File: src/rtl/alu_cmd_driver.sv
// -----------------------------------------------------------------------------
// alu_cmd_driver
//
// Purpose:
//   Sequences single commands into an external combinational ALU. A command
//   is accepted in IDLE, the ALU operands/opcode are registered and held, the
//   block waits SETTLE cycles for the ALU to settle, captures the ALU result
//   and flags into a response register, and presents that response until it
//   is consumed. A free-running 8-bit counter tracks completed responses.
//
// Parameters:
//   W       operand/result width of the attached ALU.
//   SETTLE  cycles the ALU inputs are held before capture (0..15).
//
// Build option:
//   ALU_DRV_CHAIN_EN  when defined, a chain register keeps the last captured
//                     result; a command with CMD_CHAIN=1 uses it as operand A.
//                     When undefined, CMD_CHAIN is ignored and operand A is
//                     always CMD_A.
//
// Ports:
//   CLK        in   1  clock, rising edge
//   RST        in   1  synchronous reset, active-high
//   CMD_VALID  in   1  command offered
//   CMD_READY  out  1  command accepted when high with CMD_VALID (IDLE only)
//   CMD_OP     in   2  opcode: 00 ADD, 01 AND, 10 NOT, 11 ZERO
//   CMD_A      in   W  operand A
//   CMD_B      in   W  operand B
//   CMD_CHAIN  in   1  take operand A from the last result (chain build only)
//   ALU_CTRL   out  2  ALU opcode select (registered)
//   ALU_IN1    out  W  ALU operand 1 (registered)
//   ALU_IN2    out  W  ALU operand 2 (registered)
//   ALU_OUT    in   W  ALU result
//   ALU_CF     in   1  ALU carry flag
//   ALU_Z      in   1  ALU zero flag
//   RSP_VALID  out  1  response valid
//   RSP_READY  in   1  response consumed when high with RSP_VALID
//   RSP_DATA   out  W  captured result
//   RSP_CF     out  1  captured carry flag
//   RSP_Z      out  1  captured zero flag
//   BUSY       out  1  high in any state other than IDLE
//   OPS_DONE   out  8  completed responses, wraps 255 -> 0
// -----------------------------------------------------------------------------
module alu_cmd_driver #(
  parameter int W      = 4,
  parameter int SETTLE = 1
) (
  input  logic         CLK,
  input  logic         RST,
  input  logic         CMD_VALID,
  output logic         CMD_READY,
  input  logic [1:0]   CMD_OP,
  input  logic [W-1:0] CMD_A,
  input  logic [W-1:0] CMD_B,
  input  logic         CMD_CHAIN,
  output logic [1:0]   ALU_CTRL,
  output logic [W-1:0] ALU_IN1,
  output logic [W-1:0] ALU_IN2,
  input  logic [W-1:0] ALU_OUT,
  input  logic         ALU_CF,
  input  logic         ALU_Z,
  output logic         RSP_VALID,
  input  logic         RSP_READY,
  output logic [W-1:0] RSP_DATA,
  output logic         RSP_CF,
  output logic         RSP_Z,
  output logic         BUSY,
  output logic [7:0]   OPS_DONE
);

  // Wait counter is sized for the full 0..15 SETTLE range.
  localparam int         CNT_W      = 4;
  localparam logic [CNT_W-1:0] SETTLE_CNT = CNT_W'(SETTLE);

  typedef enum logic [1:0] {
    S_IDLE = 2'd0,
    S_WAIT = 2'd1,
    S_RESP = 2'd2
  } state_t;

  state_t             state_q,     state_d;
  logic [CNT_W-1:0]   cnt_q,       cnt_d;
  logic [1:0]         alu_ctrl_q,  alu_ctrl_d;
  logic [W-1:0]       alu_in1_q,   alu_in1_d;
  logic [W-1:0]       alu_in2_q,   alu_in2_d;
  logic               rsp_valid_q, rsp_valid_d;
  logic [W-1:0]       rsp_data_q,  rsp_data_d;
  logic               rsp_cf_q,    rsp_cf_d;
  logic               rsp_z_q,     rsp_z_d;
  logic [7:0]         ops_done_q,  ops_done_d;

  // Operand A selection at accept time.
  logic [W-1:0]       operand_a;

`ifdef ALU_DRV_CHAIN_EN
  // Last captured result, reused as operand A for chained commands.
  logic [W-1:0]       chain_q,     chain_d;

  assign operand_a = CMD_CHAIN ? chain_q : CMD_A;
`else
  // CMD_CHAIN stays on the port list for a uniform interface but has no
  // effect in this build.
  logic               unused_cmd_chain;

  assign unused_cmd_chain = CMD_CHAIN;
  assign operand_a        = CMD_A;
`endif

  // ---------------------------------------------------------------------------
  // Next-state logic
  // ---------------------------------------------------------------------------
  always_comb begin
    state_d     = state_q;
    cnt_d       = cnt_q;
    alu_ctrl_d  = alu_ctrl_q;
    alu_in1_d   = alu_in1_q;
    alu_in2_d   = alu_in2_q;
    rsp_valid_d = rsp_valid_q;
    rsp_data_d  = rsp_data_q;
    rsp_cf_d    = rsp_cf_q;
    rsp_z_d     = rsp_z_q;
    ops_done_d  = ops_done_q;
`ifdef ALU_DRV_CHAIN_EN
    chain_d     = chain_q;
`endif

    case (state_q)
      S_IDLE: begin
        // ALU inputs only change here, so they stay stable from one accept
        // edge to the next regardless of what CMD_* does meanwhile.
        if (CMD_VALID) begin
          alu_ctrl_d = CMD_OP;
          alu_in1_d  = operand_a;
          alu_in2_d  = CMD_B;
          cnt_d      = SETTLE_CNT;
          state_d    = S_WAIT;
        end
      end

      S_WAIT: begin
        // Capture happens on the edge where the counter already reads zero,
        // so the response rises SETTLE+1 edges after the accept edge.
        if (cnt_q == '0) begin
          rsp_data_d  = ALU_OUT;
          rsp_cf_d    = ALU_CF;
          rsp_z_d     = ALU_Z;
          rsp_valid_d = 1'b1;
          state_d     = S_RESP;
`ifdef ALU_DRV_CHAIN_EN
          chain_d     = ALU_OUT;
`endif
        end else begin
          cnt_d = cnt_q - 1'b1;
        end
      end

      S_RESP: begin
        // Response data is left in place after consume; only VALID drops.
        if (RSP_READY) begin
          rsp_valid_d = 1'b0;
          ops_done_d  = ops_done_q + 8'd1;
          state_d     = S_IDLE;
        end
      end

      default: begin
        state_d = S_IDLE;
      end
    endcase
  end

  // ---------------------------------------------------------------------------
  // State registers
  // ---------------------------------------------------------------------------
  always_ff @(posedge CLK) begin
    if (RST) begin
      // Any in-flight command is dropped: no response, no count.
      state_q     <= S_IDLE;
      cnt_q       <= '0;
      alu_ctrl_q  <= 2'b00;
      alu_in1_q   <= '0;
      alu_in2_q   <= '0;
      rsp_valid_q <= 1'b0;
      rsp_data_q  <= '0;
      rsp_cf_q    <= 1'b0;
      rsp_z_q     <= 1'b0;
      ops_done_q  <= 8'd0;
`ifdef ALU_DRV_CHAIN_EN
      chain_q     <= '0;
`endif
    end else begin
      state_q     <= state_d;
      cnt_q       <= cnt_d;
      alu_ctrl_q  <= alu_ctrl_d;
      alu_in1_q   <= alu_in1_d;
      alu_in2_q   <= alu_in2_d;
      rsp_valid_q <= rsp_valid_d;
      rsp_data_q  <= rsp_data_d;
      rsp_cf_q    <= rsp_cf_d;
      rsp_z_q     <= rsp_z_d;
      ops_done_q  <= ops_done_d;
`ifdef ALU_DRV_CHAIN_EN
      chain_q     <= chain_d;
`endif
    end
  end

  // ---------------------------------------------------------------------------
  // Outputs
  // ---------------------------------------------------------------------------
  assign CMD_READY = (state_q == S_IDLE);
  assign BUSY      = (state_q != S_IDLE);
  assign ALU_CTRL  = alu_ctrl_q;
  assign ALU_IN1   = alu_in1_q;
  assign ALU_IN2   = alu_in2_q;
  assign RSP_VALID = rsp_valid_q;
  assign RSP_DATA  = rsp_data_q;
  assign RSP_CF    = rsp_cf_q;
  assign RSP_Z     = rsp_z_q;
  assign OPS_DONE  = ops_done_q;

endmodule

File: config.mk
export PLATFORM = sky130hd
export DESIGN_NAME = alu_cmd_driver
export DESIGN_NICKNAME = d
export VERILOG_FILES = /design/src/rtl/alu_cmd_driver.sv
export SDC_FILE = /design/constraint.sdc
export NUM_CORES = 1
export LEC_CHECK = 0
export CAP_MARGIN = 20
export CORE_ASPECT_RATIO = 0.7
export CORE_MARGIN = 2
export CORE_UTILIZATION = 46
export CTS_CLUSTER_SIZE = 12
export DETAILED_ROUTE_END_ITERATION = 8
export PLACE_DENSITY = 0.9
export REMOVE_ABC_BUFFERS = 1
export SYNTH_ARGS = -nofsm -noshare
export SYNTH_HDL_FRONTEND = slang
export SYNTH_SLANG_ARGS = --single-unit
File: constraint.sdc
create_clock -name CLK -period 2.95 [get_ports CLK]
set_input_delay 0.295 -clock CLK [delete_from_list [all_inputs] [get_ports CLK]]
set_output_delay 0.295 -clock CLK [all_outputs]
set_load 0.05 [all_outputs]
After elaboration in Yosys (flattened, before gate mapping)
Cells that the tools add are included.

Word-level logic and storage cells: 39. Bits in registers: 31. Input port bits: 21.

Equality and inequality tests: 6. Mux-type cells: 10. Add/sub/neg operators: 2. Reductions and logical operators: 11.

Operators by type and width (number): AND reduction 3 bit (3); adder 8 x 1 -> 8 bit (second input constant) (1); two-way mux 4 bit (2); != test 2 bit (second input constant) (4); one-hot mux 4 bit (2 select lines) (1); two-way mux 2 bit (3); one-hot mux 2 bit (3 select lines) (1); AND reduction 2 bit (3); nonzero test 2 bit (3); zero test 4 bit (1); subtractor 4 x 1 -> 4 bit (second input constant) (1); equality test 2 x 1 -> 1 bit (second input constant) (1); equality test 2 bit (second input constant) (1); zero test 2 bit (1); two-way mux 1 bit (2); one-hot mux 1 bit (2 select lines) (1).

Depth between registers and ports, before layout
Gate-level depths: netlist of run 1.

Word-level depth: 3. Mapped depth: 6. Gate-level depth less buffers: 5.

Least setup slack after synthesis of run 1
Ideal clock, no wire load.

Kind: reg2reg. Start: register ops_done_q[0] (netlist: OPS_DONE[0]). End: register ops_done_q[7] (netlist: OPS_DONE[7]). Stages on the path, launching flop included: 4. Slack: 1.358 ns. Buffers on the path: 0. Arrival time: 1.471 ns. Period minus slack after synthesis: 1.592 ns. Path through: dfxtp_1 > nand2_1 > nor4_1 > mux2_2.

Word-level cells in the longest chain between the ends: 1.

RTL lines: start: declaration (RTL line 90) `logic [7:0] ops_done_q, ops_done_d;`; start signal: assignment (RTL line 201) `ops_done_q <= ops_done_d;`; adder 8 x 1 -> 8 bit (RTL line 161) `ops_done_d = ops_done_q + 8'd1;`.

No other way between the ends. A chain may end at the register's enable or synchronous reset.

Worst setup path after layout of run 1
Start: register state_q[1]. End: output port CMD_READY.

Word-level cells in the longest chain between the ends: 1.

RTL lines: start: declaration (RTL line 81) `state_t state_q, state_d;`; start signal: assignment (RTL line 192) `state_q <= state_d;`; zero test 2 bit (RTL line 211) `assign CMD_READY = (state_q == S_IDLE);`; end: declaration (RTL line 51) `output logic CMD_READY,`.

No other way between the ends.

==> flow_summary.yaml, run 1 <==
run_status:
  outcome: "finished, final reports clean"
final_layout:
  diodes: 0
  drive_gt1_share_pct: 7.11
  fillers: 195
  stdcell_area_um2: 1830
  area_delta_synth_final_pct: 44.1
  regArea_um2: 621
  layout.nets: 221
  multi_input_area_um2: 594
placed_design:
  placed_area_um2: 1760
  hpwl_um: 2290
  portBuffers: 46
  place_congestion: 0.732
sta:
  clock.fmax_mhz: 461
  slew_headroom_pct: 52.9
  skew_ps: 4.13
  tightest_slew_ps: 704
  rsz0062_at_grt: "no"
  setup_viol: 0
  post-route-period-util_pct: 73.5
  period_needed_ps: 2170
  hold_viol_final: 0
  fin_tns_setup_ps: 0
  final-max-slew-violation-count: 0
worst_setup_path:
  path_cells: "or2_2, inv_1, clkdlybuf4s50_1"
  end_kind: "primary output"
  criticalPathCategory: "flip-flop to primary output"
  worstPathRequired_ps: 2650
  reg2reg_to: "cnt_q[0]"
  crit_start: "state_q[1]"
  cpPeakStageDelay_ps: 800
  cp_slowest_cell: "clkdlybuf4s50_1"
  r2r-start: "cnt_q[0]"
  crit_path_end: "CMD_READY"
  cp-start-kind: "flip-flop"
  cp.arrival_ps: 1870
  rr_worst_depth: 6
  path_max_fanout: 8
  r2r_slack_ps: 1310
power_and_ir_drop:
  ir_worst_vdd_mv: 0.341
  power_w: 0.00100
  leakage_nw: 0.673
  cellPowerDensity_nw_per_um2: 546
logic_synthesis:
  synth_cells: 150
  ys_seq_elements: 31
  yosysWarnings: 0
  avgSynthCellArea_um2: 8.48
  synth_cell_types: 31
  yosysSeqAreaShare_pct: 48.8
  netlist_area_um2: 1270
clock_network:
  clkTransAtPathRegs_ps: 60
  cts_resized: 0
  cts_hold_buffers: 0
  tritoncts: "done"
  htreeDepth: 2
  clkSinkCount: 31
  clock_path_buffers: 2
  numCtsBuffers: 5
  postCtsSetupBuffers: 0
  root_buffer: "clkbuf_8"
  clk_latency_ps: 280
die:
  rows: 15
  core_area_um2: 2550
  die-area_um2: 3210
  die_y_um: 48.0
  die_x_um: 66.9
  ios: 48
  start_util_pct: 49.9
routing:
  firstDrtPassIters: 4
  dr.first_iter.drc_count: 62
  viasPerCell: 5.34
  drc: 0
  ant_nets: 0
  wl_per_cell_um: 13.9
  vias: 1234
  drt_wl_total_um: 3220
grt:
  globalRoute.totalOverflow: 0
  grt_pass1_vias: 1127
  grt_usage_pct: 22.0
  grt_pass1_wl_um: 4930
  grt_max_degree: 22
  antenna_found_initial: 0
worst_hold_path:
  hold_class: "flip-flop to flip-flop"
flow_run:
  timing.max_cap.violations: 0
-- placed cells by master (no fill, tap or decap), drive strengths merged --
master / netlist / final
clkdlybuf4s50: 0 / 46
inv: 6 / 6
mux2i: 1 / 1
nor2b: 1 / 1
mux2: 1 / 1
or2: 1 / 1
or3: 4 / 4
nand4: 1 / 1
dfxtp: 31 / 31
nand4b: 1 / 1
a21oi: 26 / 26
nor4: 1 / 1
or4: 4 / 4
xnor2: 1 / 1
o21ai: 10 / 10
o211ai: 1 / 1
a211oi: 1 / 1
nor3: 1 / 1
buf: 4 / 3
clkbuf: 4 / 6
nand3: 7 / 7
o31ai: 2 / 2
nand2: 24 / 24
nor2: 5 / 5
nor3b: 2 / 2
nand2b: 2 / 2
and2b: 1 / 1
ha: 2 / 2
nand3b: 1 / 1
or3b: 3 / 3
xor2: 1 / 1
-- synthesized netlist by cell type --
master	n	share of area [%]
a21oi_1	26	10
a211oi_1	1	0.59
ha_1	2	2.0
o31ai_1	2	1.2
o21ai_0	10	3.9
mux2_2	1	0.88
nor4_1	1	0.49
nand2_1	24	7.1
nor2_1	5	1.5
mux2i_1	1	0.79
buf_2	4	1.6
nor2b_1	1	0.49
inv_1	6	1.8
and2b_2	1	0.69
dfxtp_1	31	49
xor2_1	1	0.69
nand3_1	7	2.8
nand4_1	1	0.49
nand2b_1	2	0.98
nor3b_1	2	1.2
xnor2_1	1	0.69
or4_1	4	2.4
nor3_1	1	0.39
or3b_2	2	1.4
or3b_1	1	0.69
or3_1	4	2.0
nand3b_4	1	1.6
clkbuf_1	4	1.2
or2_2	1	0.49
o211ai_1	1	0.59
nand4b_1	1	0.69
-- cell type report --
type / instances / share of cell area (%)
Sequential cell: 31 / 33.9
Multi-Input combinational cell: 105 / 32.4
Timing Repair Buffer: 49 / 26.2
Clock buffer: 6 / 3.96
Tap cell: 34 / 2.32
Inverter: 6 / 1.23
-- per-stage QoR --
stage / setup WS, ps / utilization (%) / hold WS [ps] / std cells
detailed placement: 968 / 68.8 / 454 / 224
floorplan: 1360 / - / 364 / 142
CTS: 767 / 71.6 / 463 / 230
global placement: 1100 / 68.8 / 442 / 224
global route: 734 / 71.8 / 479 / 231
finish: 780 / 71.8 / 461 / 231
-- worst max-delay path, delay by kind of cell (launching register included) --
family | cells | cell delay [ps]
and+or+nand+nor | 1 | 340
DFF | 1 | 390
buffers and inverters | 2 | 870
-- registers in the layout (all words and copies together), names as in the netlist --
signal     cells
OPS_DONE       8
ALU_IN1        4
ALU_IN2        4
RSP_DATA       4
cnt_q          4
ALU_CTRL       2
state_q        2
RSP_CF         1
RSP_VALID      1
RSP_Z          1
-- metal layers --
| layer | routed length (µm) | global-route usage, % | share of wire, % |
|---|---|---|---|
| met1 | 1350 | 24.2 | 42 |
| met4 | 42 | 9.80 | 1.3 |
| met2 | 1510 | 38.0 | 47 |
| met5 | 0 | 0 | 0 |
| met3 | 314 | 9.88 | 9.8 |
-- report_power, final --
| group | total [W] | switching (W) | internal, W |
|---|---|---|---|
| Clock | 0.000302 | 0.000145 | 0.000157 |
| Sequential | 0.000458 | 0.0000158 | 0.000442 |
| Combinational | 0.000240 | 0.000149 | 0.0000911 |
-- how the worst min path moves through the flow --
stage	from	to	slack (ps)	depth (start not counted)
global placement	ALU_IN1[2]	ALU_IN1[2]	440	2
CTS	ALU_IN1[3]	ALU_IN1[3]	460	2
floorplan	RST	ALU_CTRL[0]	360	1
global route	ALU_IN2[1]	ALU_IN2[1]	480	2
finish	ALU_IN2[2]	ALU_IN2[2]	460	2
detailed placement	ALU_CTRL[1]	ALU_CTRL[1]	450	2
-- cell families (layout without fill, tap and decap cells) --
family                   after synthesis  in the layout  synth area share, %
AO/OA/AOI/OAI                         40             40                 16.5
adder cells (fa/ha/maj)                2              2                 1.97
flip-flops                            31             31                 48.8
XOR/XNOR                               2              2                 1.38
multiplexers                           2              2                 1.67
AND/OR/NAND/NOR                       59             59                 25.2
buffers and inverters                 14             61                 4.52
No activity file was read; power rests on OpenSTA's default activity.
==> inputs of run 2 (changes only) <==
--- a/config.mk
+++ b/config.mk
@@ -8,10 +8,10 @@
 export CAP_MARGIN = 20
 export CORE_ASPECT_RATIO = 0.7
 export CORE_MARGIN = 2
-export CORE_UTILIZATION = 46
+export CORE_UTILIZATION = 43
 export CTS_CLUSTER_SIZE = 12
 export DETAILED_ROUTE_END_ITERATION = 8
-export PLACE_DENSITY = 0.9
+export PLACE_DENSITY = 0.85
 export REMOVE_ABC_BUFFERS = 1
 export SYNTH_ARGS = -nofsm -noshare
 export SYNTH_HDL_FRONTEND = slang
==> constraint.sdc (replaced) <==
create_clock -name CLK -period 2 [get_ports CLK]
set_input_delay 0.2 -clock CLK [delete_from_list [all_inputs] [get_ports CLK]]
set_output_delay 0.2 -clock CLK [all_outputs]
set_load 0.05 [all_outputs]
==> run 2 against run 1 <==
  * Register-to-register slack lost 920 ps
  * Cell count rose by 2.6%
  * Via count shrank 1.5%
  * Sequential cell count is the same
  * Critical path depth fell by 1
  * Sequential share of layout area down 1.1 points
==> flow_summary.yaml, run 2 (synthesized netlist as in run 1, its figures left out) <==
worst_hold_path:
  hold_class: "flip-flop to flip-flop"
  hold_path_startpoint: "ALU_IN1[2]"
  whs_path_depth: 2
  hold_path_end: "ALU_IN1[2]"
clock_network:
  clkTransAtPathRegs_ps: 60
  cts_resized: 0
  cts_hold_buffers: 0
  clkSinkCount: 31
  clock_path_buffers: 2
  clk_latency_ps: 270
  tritoncts: "done"
  root_buffer: "clkbuf_8"
  postCtsSetupBuffers: 0
  numCtsBuffers: 5
  htreeDepth: 2
worst_setup_path:
  r2r-start: "cnt_q[0]"
  crit_start: "state_q[1]"
  worstPathRequired_ps: 1800
  criticalPathCategory: "flip-flop to primary output"
  cp-start-kind: "flip-flop"
  end_kind: "primary output"
  reg2reg_to: "cnt_q[3]"
  rr_worst_depth: 6
  path_max_fanout: 8
  cp.arrival_ps: 1730
  r2r_slack_ps: 390
routing:
  wl_met2_um: 1460
  ant_nets: 0
  wl_met3_um: 244
  vias: 1216
  wl_per_cell_um: 12.9
  firstDrtPassIters: 4
  dr.first_iter.drc_count: 49
  top_layer_used: "met4"
  met1_length_um: 1340
  viasPerCell: 5.13
  drt_wl_total_um: 3070
  drc: 0
die:
  start_util_pct: 45.4
  die-area_um2: 3420
  core_area_um2: 2800
  ios: 48
  die_y_um: 49.5
  rows: 16
  die_x_um: 69.0
sta:
  hold_viol_final: 0
  rsz0062_at_grt: "no"
  fin_tns_setup_ps: 0
  period_needed_ps: 1930
  clock.fmax_mhz: 518
  final-max-slew-violation-count: 0
  slew_headroom_pct: 65.2
  skew_ps: 2.45
  setup_viol: 0
  tightest_slew_ps: 520
  post-route-period-util_pct: 96.5
power_and_ir_drop:
  switching_power_w: 0.000465
  p_clk_share_pct: 37.5
  seqPwrFrac_pct: 40.6
  ir_worst_vdd_mv: 0.465
  sw_frac_of_total_pct: 28.0
  leakage_nw: 0.708
  cellPowerDensity_nw_per_um2: 876
  power_frac_comb_pct: 21.9
  p_int_w: 0.00120
grt:
  antenna_found_initial: 0
  grt_max_degree: 14
  globalRoute.totalOverflow: 0
  grt_usage_pct: 19.3
  grt_pass1_vias: 1185
  grt_pass1_wl_um: 5130
placed_design:
  hpwl_um: 2320
  place_congestion: 0.810
  portBuffers: 46
final_layout:
  final_util_pct: 67.6
  diodes: 0
  drive_gt1_share_pct: 9.95
  layout_commonest_cell: "clkdlybuf4s50_1"
  layout.nets: 223
  area_delta_synth_final_pct: 49.0
  layout_common_cells: "clkdlybuf4s50_1 (45), dfxtp_1 (31), a21oi_1 (26), nand2_1 (24), o21ai_0 (10)"
  largest_reg_flops: 8
flow_run:
  timing.max_cap.violations: 0
run_status:
  outcome: "finished, final reports clean"
[run 2: changes by cell type in the layout (fill, tap and decap cells not counted), sizes merged]
cell and delta:
clkinv +1, clkdlybuf4s50 -1, bufinv +1, buf +3
[run 2: area by class of cell]
type / instances / area (µm²)
inverters: 6 / 22.5
well taps: 36 / 45.0
multi-input cells: 105 / 594
clock inverters: 2 / 35.0
repair buffers: 51 / 495
fillers: 233 / 907
flip-flops and latches: 31 / 621
clock buffers: 6 / 82.6
[run 2: metrics by stage]
step	cells	setup slack, ps	hold WS, ps	power [W]	area, µm²
final	237	69.9	455	0.00166	1900
after global routing	237	3.27	468	0.00175	1900
after CTS	237	65.1	457	0.00168	1900
after detailed placement	229	286	449	0.00105	1780
after global placement	229	316	443	0.00104	1780
after floorplan	142	408	269	0.000894	1240
[run 2: per-layer routing]
| metal | track usage [%] | vias up |
|---|---|---|
| li1 | - | 617 |
| met4 | 9.48 | 0 |
| met5 | 0 | - |
| met2 | 31.6 | 38 |
| met1 | 21.6 | 557 |
| met3 | 8.79 | 4 |
[run 2: power groups by stage]
| stage | Combinational, W | Clock [W] | Sequential (W) |
|---|---|---|---|
| after floorplan | 0.000122 | 0 | 0.000772 |
| after detailed placement | 0.000363 | 0 | 0.000688 |
| after global routing | 0.000391 | 0.000676 | 0.000678 |
| after global placement | 0.000353 | 0 | 0.000685 |
| final | 0.000363 | 0.000623 | 0.000675 |
| after CTS | 0.000364 | 0.000637 | 0.000675 |
[run 2: worst max path at each step]
stage | depth (start not counted) | slack [ps] | to
final | 2 | 70 | BUSY
after global placement | 4 | 320 | OPS_DONE[7]
after CTS | 2 | 70 | BUSY
after global routing | 2 | 3 | BUSY
after floorplan | 3 | 410 | OPS_DONE[7]
after detailed placement | 4 | 290 | OPS_DONE[7]
[run 2: critical path, cell delays in order, from the launching register on]
cell	delay, ps
dfxtp_1	480
or2_2	180
clkdlybuf4s50_1	800
==> inputs of run 3 (changes only) <==
--- a/config.mk
+++ b/config.mk
@@ -6,8 +6,7 @@
 export NUM_CORES = 1
 export LEC_CHECK = 0
 export CAP_MARGIN = 20
-export CORE_ASPECT_RATIO = 0.7
-export CORE_MARGIN = 2
+export CORE_ASPECT_RATIO = 0.5
 export CORE_UTILIZATION = 43
 export CTS_CLUSTER_SIZE = 12
 export DETAILED_ROUTE_END_ITERATION = 8
==> run 3 against run 2 <==
  * Worst setup slack gained 220 ps
  * Clock skew grew 4.2 ps
  * Sequential share of layout area grew 0.24 points
  * Die area fell by 6.5%
  * Via count hardly changed
  * Power down 5.4%
  * Final area is 0.73% lower
  * Clock power fell by 14%
  * Core utilization is 2.1 points higher
  * Sequential power is essentially flat
  * Non-clock buffer count stayed put
==> flow_summary.yaml, run 3 (synthesized netlist as in run 1, its figures left out) <==
run_status:
  outcome: "finished, final reports clean"
sta:
  hold_viol_final: 0
  post-route-period-util_pct: 85.3
  skew_ps: 6.65
  final-max-slew-violation-count: 0
  tightest_slew_ps: 590
  setup_viol: 0
  period_needed_ps: 1710
  fin_tns_setup_ps: 0
  clock.fmax_mhz: 586
  rsz0062_at_grt: "no"
  slew_headroom_pct: 60.6
  worst_slack_ps: 294
grt:
  globalRoute.totalOverflow: 0
  grt_max_degree: 14
  antenna_found_initial: 0
  grt_usage_pct: 21.2
  grt_pass1_vias: 1095
  grt_pass1_wl_um: 4930
worst_setup_path:
  cp-start-kind: "flip-flop"
  cpPeakStageDelay_ps: 830
  rr_worst_depth: 6
  worst-path-buf-inv: 1
  end_kind: "primary output"
  crit_cells: 1
  cp.arrival_ps: 1510
  criticalPathCategory: "flip-flop to primary output"
  crit_family: "buffers and inverters"
  worstPathRequired_ps: 1800
  reg2reg_to: "RSP_Z"
  r2r-start: "cnt_q[0]"
  path_max_fanout: 4
  path_cells: "clkdlybuf4s50_1"
  r2r_slack_ps: 340
  cp_slowest_cell: "clkdlybuf4s50_1"
clock_network:
  postCtsSetupBuffers: 0
  clkSinkCount: 31
  tritoncts: "done"
  clock_path_buffers: 2
  clk_latency_ps: 280
  numCtsBuffers: 5
  clkTransAtPathRegs_ps: 70
  htreeDepth: 2
  root_buffer: "clkbuf_8"
power_and_ir_drop:
  switching_power_w: 0.000467
  p_clk_share_pct: 33.9
  cellPowerDensity_nw_per_um2: 835
  power_frac_comb_pct: 23.1
  leakage_nw: 0.712
  sw_frac_of_total_pct: 29.7
  ir_worst_vdd_mv: 0.457
  p_int_w: 0.00110
  seqPwrFrac_pct: 43.0
worst_hold_path:
  hold_path_end: "ALU_CTRL[0]"
  whs_path_depth: 2
  hold_path_startpoint: "ALU_CTRL[0]"
  hold_class: "flip-flop to flip-flop"
die:
  die-area_um2: 3190
  die_x_um: 78.9
  start_util_pct: 47.1
  die_y_um: 40.5
  core_area_um2: 2700
  ios: 48
  rows: 13
final_layout:
  diodes: 0
  final_util_pct: 69.7
  layout.nets: 223
  largest_reg_flops: 8
  drive_gt1_share_pct: 9.45
  area_delta_synth_final_pct: 47.9
  layout_common_cells: "clkdlybuf4s50_1 (44), dfxtp_1 (31), a21oi_1 (26), nand2_1 (24), o21ai_0 (10)"
  layout_commonest_cell: "clkdlybuf4s50_1"
routing:
  drc: 0
  wl_per_cell_um: 13.1
  viasPerCell: 5.11
  dr.first_iter.drc_count: 47
  firstDrtPassIters: 4
  vias: 1215
  ant_nets: 0
  drt_wl_total_um: 3110
placed_design:
  portBuffers: 46
  place_congestion: 0.726
  hpwl_um: 2260
  preCtsSetupSlack_ps: 296
flow_run:
  timing.max_cap.violations: 0
[run 3: cell count changes in the layout (fill, tap and decap cells not counted), sizes merged]
cell           change
clkbuf             +2
bufinv             -1
clkdlybuf4s50      -1
clkinv             -1
dlymetal6s2s       +1
[run 3: worst max-delay path by stage]
stage	from	end	slack, ps
5_1_grt	cnt_q[0]	RSP_Z	150
2_1_floorplan	OPS_DONE[0]	OPS_DONE[7]	410
3_3_place_gp	RSP_READY	OPS_DONE[7]	320
6_report	OPS_DONE[0]	OPS_DONE[0]	290
4_1_cts	state_q[1]	BUSY	60
3_5_place_dp	RSP_READY	OPS_DONE[7]	300
[run 3: what timing repair did]
action | CTS | global route
gates resized for setup | 0 | 1
hold buffers | 0 | 0
endpoints found under the setup margin | 0 | 1
[run 3: routing by layer]
layer  vias to the layer above  wire [µm]  GRT usage [%]
met2                        29       1520           39.6
met5                         -          0              0
met3                         6        131           6.36
met4                         0         55           10.5
li1                        618          -              -
met1                       562       1410           23.6
[run 3: area by class of cell]
class                      instances  area (µm²)
clock buffer                       8         100
fill                             222         818
inverter                           6        22.5
multi-input combinational        105         594
sequential                        31         621
tap                               37        46.3
timing repair buffer              51         498
[run 3: stage by stage]
| step | hold slack, ps | cells | total power (W) | instance area (µm²) |
|---|---|---|---|---|
| final | 453 | 238 | 0.00157 | 1880 |
| after global routing | 472 | 238 | 0.00164 | 1880 |
| after CTS | 456 | 238 | 0.00158 | 1880 |
| after detailed placement | 447 | 230 | 0.00105 | 1780 |
| after global placement | 442 | 230 | 0.00104 | 1780 |
| after floorplan | 269 | 142 | 0.000894 | 1240 |
[run 3: power groups by stage]
| stage | logic [W] | registers, W | clock network [W] |
|---|---|---|---|
| after floorplan | 0.000122 | 0.000772 | 0 |
| after global placement | 0.000351 | 0.000686 | 0 |
| after detailed placement | 0.000361 | 0.000688 | 0 |
| after CTS | 0.000363 | 0.000675 | 0.000542 |
| after global routing | 0.000385 | 0.000680 | 0.000578 |
| final | 0.000363 | 0.000675 | 0.000533 |
==> edit 1 (config.mk and constraints of run 2) <==
Add a define of `ALU_DRV_CHAIN_EN`.
--- a/src/rtl/alu_cmd_driver.sv
+++ b/src/rtl/alu_cmd_driver.sv
@@ -43,2 +43,4 @@
 // -----------------------------------------------------------------------------
+`define ALU_DRV_CHAIN_EN
+
 module alu_cmd_driver #(
Formal check against the unedited RTL: not equivalent (Yosys sat finds a counterexample within 4 cycles, from zero or initial values and one cycle with RST high).
==> edit 1 against run 2 <==
  * Sequential cell count is the same
  * Synthesized area increased by 6.9%
  * Highest routed layer unchanged
  * Critical endpoint is now OPS_DONE[0]
  * Total power fell by 2.5%
  * Design area grew 1.7%
  * Clock power shrank 22%
  * Clock skew is essentially flat
  * Wire length rose by 6.5%
  * Critical path depth down 1
  * Setup slack better by 0.13 ns
==> edit 1: results (changes against run 2) <==
| Metric | Value |
|---|---|
| Final WL | 3270 um (was 3070 um) |
| Met1 Use GR | 23.8% (was 21.6%) |
| CP Capture Point | OPS_DONE[0] (was BUSY) |
| Detailed placement HPWL | 2470 um (was 2320 um) |
| Clock-pin slew on the worst setup and hold paths | 0.06 ns (about the same) |
| Leakage Power | 0.712 nW (was 0.708 nW) |
| Skew final | 0.00291 ns (was 0.00245 ns) |
| Metal-1 WL | 1440 um (was 1340 um) |
| Synth top cells by count | dfxtp_1, a21oi_1, nand2_1 (unchanged) |
| Max incr delay on CP | 0.85 ns (was 0.80 ns) |
| Xor and xnor area share after synthesis | 1.29% (was 1.38%) |
| DP Worst Slack | 0.322 ns (was 0.286 ns) |
| Critical path startpoint | OPS_DONE[0]$_SDFFE_PP0P_ (was state_q[1]$_SDFFE_PP0P_) |
| Post-synth cell types | 34 (was 31) |
| Peak supply drop | 0.404 mV (was 0.465 mV) |
| Worst-path maximum fanout | 6 (was 8) |
| Synth area leaders | dfxtp_1, a21oi_1, nand2_1 (unchanged) |
| Vias in the first global route | 1215 (was 1185) |
| Sequential share of the synthesized area | 45.6% (was 48.8%) |
| Post-synthesis adder-cell area fraction | 1.84% (was 1.97%) |
| FILL cells | 269 (was 233) |
| Via count | 1289 (was 1216) |
| M3 GR Usage | 6.71% (was 8.79%) |
| Compound-cell area share of the yosys netlist | 17.5% (was 16.5%) |
| First-pass GRT wire length | 5520 um (was 5130 um) |
| Status | complete, no violations (unchanged) |
| Total sequential power | 0.696 mW (was 0.675 mW) |
| GRT Resource Usage Total | 19.7% (was 19.3%) |
| Wire length on met2 | 1600 um (was 1460 um) |
| Nets | 224 (was 223) |
| Mux share of post-synthesis cell area | 4.51% (was 1.67%) |
| R2r worst-path depth | 5 (was 6) |
| Grt met2 use | 32.4% (was 31.6%) |
| Port Buffers | 47 (was 46) |
| WP data arrival | 1.60 ns (was 1.73 ns) |
| Reg2reg end | cnt_q[0]$_SDFFE_PP0P_ (was cnt_q[3]$_SDFFE_PP0P_) |
edit 1: cell count changes in the layout (fill, tap and decap cells not counted), moves of 2 or more:
cell,run 2,this run
a211oi_1,1,6
a21oi_1,26,22
inv_1,6,4
mux2i_1,1,5
nand2_1,24,16
nand3_1,7,9
nor2_1,5,8
edit 1: stage by stage:
stage | power [mW] | hold WS, ns | std cells | cell area (um2)
3_3_place_gp | 1.14 | 0.443 | 232 | 1840
3_5_place_dp | 1.15 | 0.452 | 232 | 1840
2_1_floorplan | 0.968 | 0.269 | 143 | 1300
4_1_cts | 1.63 | 0.461 | 239 | 1930
6_report | 1.62 | 0.458 | 239 | 1930
5_1_grt | 1.69 | 0.474 | 239 | 1930
edit 1: worst min path at each step:
stage | endpoint | depth (start not counted) | slack (ns) | from
floorplan | ALU_CTRL[0]$_SDFFE_PP0P_ | 1 | 0.27 | RST
global placement | ALU_CTRL[0]$_SDFFE_PP0P_ | 2 | 0.44 | ALU_CTRL[0]$_SDFFE_PP0P_
detailed placement | ALU_IN2[3]$_SDFFE_PP0P_ | 2 | 0.45 | ALU_IN2[3]$_SDFFE_PP0P_
CTS | ALU_IN2[3]$_SDFFE_PP0P_ | 2 | 0.46 | ALU_IN2[3]$_SDFFE_PP0P_
global route | ALU_IN2[2]$_SDFFE_PP0P_ | 3 | 0.47 | CMD_B[2]
finish | ALU_CTRL[1]$_SDFFE_PP0P_ | 2 | 0.46 | ALU_CTRL[1]$_SDFFE_PP0P_
edit 1: final cells by class:
cell class / instances / area share (%)
Clock buffer: 6 / 4.28
Clock inverter: 1 / 0.260
Inverter: 4 / 0.779
Multi-Input combinational cell: 108 / 34.3
Sequential cell: 31 / 32.2
Tap cell: 38 / 2.47
Timing Repair Buffer: 51 / 25.7
==> edit 2 (config.mk and constraints of run 2) <==
Made on the original files. Re-encode `state_t` (3 states) as one-hot, 3 bits wide.
--- a/src/rtl/alu_cmd_driver.sv
+++ b/src/rtl/alu_cmd_driver.sv
@@ -74,6 +74,6 @@
 
-  typedef enum logic [1:0] {
-    S_IDLE = 2'd0,
-    S_WAIT = 2'd1,
-    S_RESP = 2'd2
+  typedef enum logic [2:0] {
+    S_IDLE = 3'b001,
+    S_WAIT = 3'b010,
+    S_RESP = 3'b100
   } state_t;
Function: same outputs for any inputs over 10 cycles, from zero or initial values and one cycle with RST high; not proved beyond that.
==> edit 2 against run 2 <==
  * Synthesized area rose by 4.6%
  * Via count rose by 12%
  * Wire length rose by 27%
  * Combinational power fell by 26%
  * Design area rose by 3.9%
  * Sequential cell count rose by 1
  * Die area rose by 4.3%
  * Sequential power barely moved
  * Total power fell by 7.1%
  * Core utilization rose by 1.2 points
  * Maximum frequency rose by 1.7%
  * Clock power fell by 3%
  * Setup slack improved by 0.033 ns
  * Clock skew rose by 0.0045 ns
  * Largest cell class unchanged
==> edit 2: results (changes against run 2) <==
| Metric | Value |
|---|---|
| Status | complete, no violations (unchanged) |
| Routed vias/inst | 5.61 (was 5.13) |
| Skew final | 0.00694 ns (was 0.00245 ns) |
| FILL cells | 228 (was 233) |
| Normalized max-slew margin | 65.3% (was 65.2%) |
| Synth top cells by count | dfxtp_1, a21oi_1, nand2_1 (unchanged) |
| Peak supply drop | 0.347 mV (was 0.465 mV) |
| Area after DPL | 1860 um2 (was 1780 um2) |
| Worst-path maximum fanout | 7 (was 8) |
| CTS root buf | clkbuf_8 (unchanged) |
| CP top delay family | buffers and inverters (unchanged) |
| Nets | 229 (was 223) |
| Final GP Congestion | 0.858 (was 0.810) |
| DP Worst Slack | 0.180 ns (was 0.286 ns) |
| Post-synthesis adder-cell area fraction | 1.88% (was 1.97%) |
| Post-route setup slack | 0.103 ns (was 0.0699 ns) |
| Total setup buffers inserted after CTS | 0 (unchanged) |
| Leakage Power | 0.720 nW (was 0.708 nW) |
| Sequential share of the synthesized area | 48.1% (was 48.8%) |
| Async SR Flop Fraction | 0% (unchanged) |
| GRT Resource Usage Total | 23.3% (was 19.3%) |
| Final WL | 3910 um (was 3070 um) |
| Layout cells sized above 1 | 9.18% (was 9.95%) |
| Largest net degree at the start of global routing | 15 (was 14) |
| Smallest hold slack | 0.457 ns (was 0.455 ns) |
| Synth area leaders | dfxtp_1, a21oi_1, nand2_1 (unchanged) |
| Detailed placement HPWL | 2730 um (was 2320 um) |
| Final instance count without filler cells | 243 (was 237) |
| Mux share of post-synthesis cell area | 2.26% (was 1.67%) |
| Port Buffers | 46 (unchanged) |
| 1st-iter DRT viols | 85 (was 49) |
| Vias in the first global route | 1378 (was 1185) |
| Compound-cell area share of the yosys netlist | 19.6% (was 16.5%) |
| Worst Hold Class | reg -> reg (unchanged) |
| Post-synth cell types | 34 (was 31) |
| Xor and xnor area share after synthesis | 0.658% (was 1.38%) |
| First-pass GRT wire length | 6440 um (was 5130 um) |
edit 2: per-layer routing:
| layer | up-vias | routed length (um) | track usage, % |
|---|---|---|---|
| met1 | 637 | 1690 | 27.7 |
| met5 | - | 0 | 0 |
| met2 | 59 | 1850 | 37.4 |
| li1 | 658 | - | - |
| met3 | 10 | 298 | 9.84 |
| met4 | 0 | 68 | 9.29 |
edit 2: report_power, final:
group	switching, mW	internal, mW
logic	0.160	0.107
clock network	0.234	0.369
registers	0.0140	0.659
edit 2: cells by family after synthesis:
logic type               Yosys count
flip-flops                        32
XOR/XNOR                           1
AO/OA/AOI/OAI                     44
multiplexers                       3
AND/OR/NAND/NOR                   58
buffers and inverters             13
adder cells (fa/ha/maj)            2
edit 2: final timing paths:
| path | from | end | cells after the start |
|---|---|---|---|
| worst max-delay path | state_q[2]$_SDFFE_PP0P_ | CMD_READY | 3 |
| worst min-delay path | ALU_IN1[0]$_SDFFE_PP0P_ | ALU_IN1[0]$_SDFFE_PP0P_ | 2 |
| worst min register to register | ALU_IN1[0]$_SDFFE_PP0P_ | ALU_IN1[0]$_SDFFE_PP0P_ | 2 |
| worst max register to register | state_q[1]$_SDFFE_PP0P_ | OPS_DONE[6]$_SDFFE_PP0P_ | 3 |
edit 2: cell type report:
class | count | area [um2] | share of cell area, %
inverter | 5 | 18.8 | 0.953
clock buffer | 6 | 72.6 | 3.68
tap | 36 | 45.0 | 2.29
sequential | 32 | 641 | 32.5
multi-input combinational | 108 | 639 | 32.5
clock inverter | 2 | 35.0 | 1.78
timing repair buffer | 54 | 518 | 26.3
edit 2: tightest hold or removal path, delay by kind of cell (launching register included):
family / cells / cell delay, ns
DFF: 1 / 0.31
and+or+nand+nor: 1 / 0.05
AOI/OAI and AO/OA: 1 / 0.05
